### config.mk
export PLATFORM = sky130hd
export DESIGN_NAME = blake2_block_feeder_flat
export DESIGN_NICKNAME = d
export VERILOG_FILES = /design/src/rtl/blake2_block_feeder_if.sv /design/src/rtl/blake2_block_feeder.sv /design/src/flat_wrapper.sv
export SDC_FILE = /design/constraint.sdc
export NUM_CORES = 2
export LEC_CHECK = 0
export CAP_MARGIN = 10
export CORE_AREA = 10 10 428 430
export DETAILED_ROUTE_END_ITERATION = 8
export DIE_AREA = 0 0 438 440
export HOLD_SLACK_MARGIN = 0.15
export PLACE_DENSITY = 0.49
export SYNTH_ARGS = -nofsm -noshare
export SYNTH_HDL_FRONTEND = slang
export SYNTH_SLANG_ARGS = --single-unit
### constraint.sdc
create_clock -name i_clk -period 44.3 [get_ports i_clk]
set_input_delay 6.645 -clock i_clk [delete_from_list [all_inputs] [get_ports i_clk]]
set_output_delay 6.645 -clock i_clk [all_outputs]
set_load 0.1 [all_outputs]
### src/rtl/blake2_block_feeder_if.sv
// rtl/blake2_block_feeder_if.sv - byte-stream input and blake2_core command bundle for the block feeder
// master is the feeder side; slave is the producer/core environment side.
interface blake2_block_feeder_if #(
  parameter int LEN_W = 64
);
  logic [7:0]       in_data;
  logic             in_valid;
  logic             in_last;
  logic             in_ready;
  logic             core_init;
  logic             core_next;
  logic             core_final_block;
  logic [1023:0]    core_block;
  logic [LEN_W-1:0] core_data_length;
  logic             core_ready;
  logic             core_digest_valid;
  logic             msg_done;

  modport master (
    input  in_data, in_valid, in_last, core_ready, core_digest_valid,
    output in_ready, core_init, core_next, core_final_block, core_block,
           core_data_length, msg_done
  );

  modport slave (
    output in_data, in_valid, in_last, core_ready, core_digest_valid,
    input  in_ready, core_init, core_next, core_final_block, core_block,
           core_data_length, msg_done
  );
endinterface

### src/rtl/blake2_block_feeder.sv
// rtl/blake2_block_feeder.sv - packs a byte stream into 1024-bit big-endian blocks for blake2_core
// Drives init/next/final_block pulses, tracks data_length and waits for the final digest.
module blake2_block_feeder #(
  parameter int LEN_W = 64
) (
  input  logic                  i_clk,
  input  logic                  i_reset,
  blake2_block_feeder_if.master bus
);

  localparam logic [1:0] S_FILL   = 2'd0;
  localparam logic [1:0] S_ISSUE  = 2'd1;
  localparam logic [1:0] S_BUSY   = 2'd2;
  localparam logic [1:0] S_DIGEST = 2'd3;

  logic [1:0]       r_state;
  logic [6:0]       r_byte_ptr;
  logic [LEN_W-1:0] r_total_len;
  logic [LEN_W-1:0] r_data_length;
  logic [1023:0]    r_block;
  logic             r_first_blk;
  logic             r_final_lat;
  logic             r_busy_first;
  logic             r_in_ready;
  logic             r_init;
  logic             r_next;
  logic             r_final;
  logic             r_msg_done;

  logic [9:0]       w_slot_msb;
  logic [LEN_W-1:0] w_len_inc;

  assign w_slot_msb = 10'd1023 - {r_byte_ptr, 3'b000};
  assign w_len_inc  = r_total_len + {{(LEN_W-1){1'b0}}, 1'b1};

  always_ff @(posedge i_clk or posedge i_reset) begin
    if (i_reset) begin
      r_state       <= S_FILL;
      r_byte_ptr    <= 7'd0;
      r_total_len   <= '0;
      r_data_length <= '0;
      r_block       <= '0;
      r_first_blk   <= 1'b1;
      r_final_lat   <= 1'b0;
      r_busy_first  <= 1'b0;
      r_in_ready    <= 1'b1;
      r_init        <= 1'b0;
      r_next        <= 1'b0;
      r_final       <= 1'b0;
      r_msg_done    <= 1'b0;
    end else begin
      r_init     <= 1'b0;
      r_next     <= 1'b0;
      r_final    <= 1'b0;
      r_msg_done <= 1'b0;
      case (r_state)
        S_FILL: begin
          if (bus.in_valid) begin
            r_block[w_slot_msb -: 8] <= bus.in_data;
            r_byte_ptr               <= r_byte_ptr + 7'd1;
            r_total_len              <= w_len_inc;
            // A full block or the last byte closes the block; a 128th last byte makes it final.
            if (r_byte_ptr == 7'd127 || bus.in_last) begin
              r_state       <= S_ISSUE;
              r_final_lat   <= bus.in_last;
              r_data_length <= w_len_inc;
              r_in_ready    <= 1'b0;
            end
          end
        end
        S_ISSUE: begin
          if (bus.core_ready) begin
            r_init       <= r_first_blk;
            r_next       <= ~r_first_blk;
            r_final      <= r_final_lat;
            r_first_blk  <= 1'b0;
            r_busy_first <= 1'b1;
            r_state      <= r_final_lat ? S_DIGEST : S_BUSY;
          end
        end
        S_BUSY: begin
          // core_ready may still show the pre-command idle level during the pulse cycle.
          if (r_busy_first) begin
            r_busy_first <= 1'b0;
          end else if (bus.core_ready) begin
            r_block    <= '0;
            r_byte_ptr <= 7'd0;
            r_in_ready <= 1'b1;
            r_state    <= S_FILL;
          end
        end
        S_DIGEST: begin
          if (bus.core_digest_valid) begin
            r_msg_done    <= 1'b1;
            r_block       <= '0;
            r_byte_ptr    <= 7'd0;
            r_total_len   <= '0;
            r_data_length <= '0;
            r_first_blk   <= 1'b1;
            r_in_ready    <= 1'b1;
            r_state       <= S_FILL;
          end
        end
        default: begin
          r_state    <= S_FILL;
          r_in_ready <= 1'b1;
        end
      endcase
    end
  end

  assign bus.in_ready         = r_in_ready;
  assign bus.core_init        = r_init;
  assign bus.core_next        = r_next;
  assign bus.core_final_block = r_final;
  assign bus.core_block       = r_block;
  assign bus.core_data_length = r_data_length;
  assign bus.msg_done         = r_msg_done;

endmodule

### src/flat_wrapper.sv
// flat-port wrapper written by rule: the top's interface ports become plain ports
module blake2_block_feeder_flat 
#(
  parameter int LEN_W = 64
)
  (i_clk, i_reset, bus_in_data, bus_in_valid, bus_in_last, bus_core_ready, bus_core_digest_valid, bus_in_ready, bus_core_init, bus_core_next, bus_core_final_block, bus_core_block, bus_core_data_length, bus_msg_done);
  blake2_block_feeder_if #(.LEN_W(LEN_W)) bus_i ();
  input  logic i_clk;
  input  logic i_reset;
  input wire logic [$bits(bus_i.in_data)-1:0] bus_in_data;
  input wire logic [$bits(bus_i.in_valid)-1:0] bus_in_valid;
  input wire logic [$bits(bus_i.in_last)-1:0] bus_in_last;
  input wire logic [$bits(bus_i.core_ready)-1:0] bus_core_ready;
  input wire logic [$bits(bus_i.core_digest_valid)-1:0] bus_core_digest_valid;
  output wire logic [$bits(bus_i.in_ready)-1:0] bus_in_ready;
  output wire logic [$bits(bus_i.core_init)-1:0] bus_core_init;
  output wire logic [$bits(bus_i.core_next)-1:0] bus_core_next;
  output wire logic [$bits(bus_i.core_final_block)-1:0] bus_core_final_block;
  output wire logic [$bits(bus_i.core_block)-1:0] bus_core_block;
  output wire logic [$bits(bus_i.core_data_length)-1:0] bus_core_data_length;
  output wire logic [$bits(bus_i.msg_done)-1:0] bus_msg_done;
  assign bus_i.in_data = bus_in_data;
  assign bus_i.in_valid = bus_in_valid;
  assign bus_i.in_last = bus_in_last;
  assign bus_i.core_ready = bus_core_ready;
  assign bus_i.core_digest_valid = bus_core_digest_valid;
  assign bus_in_ready = bus_i.in_ready;
  assign bus_core_init = bus_i.core_init;
  assign bus_core_next = bus_i.core_next;
  assign bus_core_final_block = bus_i.core_final_block;
  assign bus_core_block = bus_i.core_block;
  assign bus_core_data_length = bus_i.core_data_length;
  assign bus_msg_done = bus_i.msg_done;
  blake2_block_feeder #(.LEN_W(LEN_W)) u_core (.i_clk(i_clk), .i_reset(i_reset), .bus(bus_i));
endmodule
==> results.yml <==
power:
  power.density_nw_per_um2: 42.3
  p_comb_share_pct: 17.9
  swShare_pct: 34.1
  seq_power_share_pct: 39.4
  clkPwrFrac_pct: 42.8
  vdd_drop_max_mv: 0.0473
  finalPower_mw: 2.81
  p_leak_nw: 27.0
  p_int_mw: 1.85
  p_switching_uw: 958
cts:
  numCtsBuffers: 141
  clock_latency_ns: 0.82
  cts_tree: "yes"
  clk_pin_slew_ns: 0.06
  post_cts_resized: 0
  h-tree-depth: 4
  cts.sinks: 1169
  clockBufferDepth: 3
  holdBufCountCts: 0
  cts_setup_buffers: 0
  clockRootBuffer: "clkbuf_16"
synthesis:
  yosys-top-cells-area: "dfrtp_1, mux2i_1, nand3_1, o21ai_0, nand2_1"
  ys_types: 66
  synth_edf_count: 0
  synthCells: 4691
  ys_seq_area_share_pct: 60.0
  synth_largest_area_cell: "dfrtp_1"
  yosysWarnings: 0
  synth_seq_cells: 1169
  syn_area_um2: 48700
  syn_nets: 4711
  synth_top_area_share_pct: 59.9
  avgSynthCellArea_um2: 10.4
  async_flop_share_pct: 100
  synthFlopType: "dfrtp_1"
sta:
  max_freq_ghz: 0.0917
  setup_viol: 0
  fin_crit_sh_pct: 24.6
  finalClockSkew_ns: 0.0312
  rsz0062_at_grt: "no"
  hold_violations: 0
  slew_viol_final: 0
  setup_tns_ns: 0
  layout_min_cycle_time_ns: 10.91
  tightest_slew_ns: 1.27
  max-slew-margin-rel_pct: 15.7
routing:
  totalWireLength_um: 255000
  wire_per_inst_um: 31.4
  num_vias: 41375
  viasPerCell: 5.08
  ant_nets: 0
  drc: 0
  firstDrtPassIters: 5
  drt_iter0_drc: 3738
floorplan:
  die_area_um2: 193000
  die_h_um: 440
  coreArea_um2: 175000
  die_x_um: 438
  initial_core_util_pct: 27.9
  row_count: 154
  io_pins: 1107
layout:
  nFillCells: 17596
  layout_common_cells: "dfrtp_1, clkdlybuf4s50_1, nand2_1"
  final_common_cell: "dfrtp_1"
  layout.nets: 5706
  drive_above_1_share_pct: 9.14
  final_area_um2: 66500
  area_delta_synth_final_pct: 36.4
placed_design:
  numPortBuffers: 1106
  place_area_um2: 61700
  gp_congestion: 0.887
  hpwl_um: 193000
setup_path:
  slowest_stage: "buf_4"
  worstPathMaxFanout: 110
  cp_num_buf_inv: 7
  cpPeakStageDelay_ns: 0.89
  cp_top_family: "buffers and inverters"
  worstPathArrival_ns: 11.79
  crit_type: "in2async"
  crit_required_ns: 45.18
  critPathLaunchType: "input pin"
  crit_path_frequent_cell: "buf_4"
  path_cells: "clkdlybuf4s50_1 -> inv_8 -> buf_4 -> buf_4 -> buf_4 -> buf_4 -> buf_4"
  end_kind: "async pin"
run:
  cap_violations: 0
global_routing:
  antenna_found_initial: 4
  globalRouteTotalUtil_pct: 25.5
  grt_pass1_vias: 41130
  grt_max_degree: 205
  grt_remaining_overflow: 0
  grt_first_pass_wirelength_um: 351000
min_path:
  worstHoldPathType: "reg2reg"
outcome:
  status: "finished clean"
-- worst min-delay path, stage by stage, from the launching register on --
cell and delay, ns:
dfstp_2 0.37, nand2_1 0.05, nand2_1 0.04
-- state kept, by name, summed over array words and instances, names as in the netlist, 2 cells and up --
register / cells
u_core.bus.core_block: 1024
u_core.bus.core_data_length: 64
u_core.r_total_len: 64
u_core.r_byte_ptr: 7
u_core.r_state: 2
-- final cells by class --
class                           instances  area [um^2]  share of cell area, %
Antenna cell                            4         10.0                 0.0151
Clock buffer                          204         4110                   6.18
Clock inverter                         49          661                  0.994
Inverter                               12         52.6                 0.0790
Multi-Input combinational cell       3184        18100                   27.3
Sequential cell                      1169        29300                   44.0
Tap cell                             2340         2930                   4.40
Timing Repair Buffer                 1178        11300                   17.1
-- metal layers --
metal | vias up | wire [um] | track usage [%]
met3 | 375 | 16900 | 7.07
met4 | 0 | 15100 | 12.9
li1 | 18339 | - | -
met1 | 21283 | 96700 | 29.3
met5 | - | 0 | 0
met2 | 1378 | 127000 | 43.5
-- logic make-up (layout without fill, tap and decap cells) --
| group | count (synthesis) | after routing | share of synthesized area (%) |
|---|---|---|---|
| adder cells (fa/ha/maj) | 6 | 6 | 0.154 |
| multiplexers | 383 | 383 | 7.87 |
| XOR/XNOR | 66 | 66 | 1.19 |
| buffers and inverters | 338 | 1443 | 2.96 |
| AND/OR/NAND/NOR | 1860 | 1860 | 18.3 |
| AO/OA/AOI/OAI | 869 | 869 | 9.48 |
| flip-flops | 1169 | 1169 | 60.0 |
| other | 0 | 4 | 0 |
-- cell usage after synthesis, types with 8 or more instances --
cell type and n:
buf_6 14, inv_1 12, buf_2 33, nor2_1 47
buf_1 55, dfrtp_1 1167, nand4_1 18, clkbuf_1 216
mux2i_1 381, nand3_1 762, and3_1 27, o21ai_1 8
nor2_4 10, nor2b_1 17, o31ai_1 45, xnor2_1 36
a21oi_1 19, and4_1 10, o21ai_0 752, xor2_1 30
nand2_4 10, nor4_4 9, a21o_1 8, nor2_2 39
and2_1 28, or3_1 9, a31oi_1 10, nor3_1 17
nand2_1 811
-- power by group through the flow --
| stage | clock network [mW] | registers (mW) | logic, mW |
|---|---|---|---|
| floorplan | 0 | 1.20 | 0.225 |
| global placement | 0 | 1.13 | 0.509 |
| detailed placement | 0 | 1.13 | 0.510 |
| CTS | 1.22 | 1.11 | 0.511 |
| global route | 1.27 | 1.11 | 0.529 |
| finish | 1.20 | 1.11 | 0.503 |
-- metrics by stage --
stage          worst slack [ns]  hold WS (ns)  cells  util [%]
2_1_floorplan              4.73         0.471   4691         -
3_3_place_gp              32.36         0.453   7883      35.3
3_5_place_dp              32.31         0.451   7883      35.3
4_1_cts                   33.21         0.460   8136      38.0
5_1_grt                   32.69         0.479   8136      38.0
6_report                  33.39         0.460   8140      38.0
-- final timing paths --
kind	from	to	slack (ns)	depth (start not counted)
worst min register to register	u_core.bus.in_ready	u_core.bus.in_ready	0.46	2
worst min-delay path	u_core.bus.in_ready	u_core.bus.in_ready	0.46	2
min in group asynchronous	i_reset	u_core.bus.core_block[108]	6.38	2
worst max register to register	u_core.r_state[0]	u_core.bus.core_block[853]	39.16	8
worst max-delay path	i_reset	u_core.bus.core_block[718]	33.39	7
max in group i_clk	bus_core_digest_valid	u_core.bus.core_block[853]	33.41	9
(Power assumes the default switching activity.)
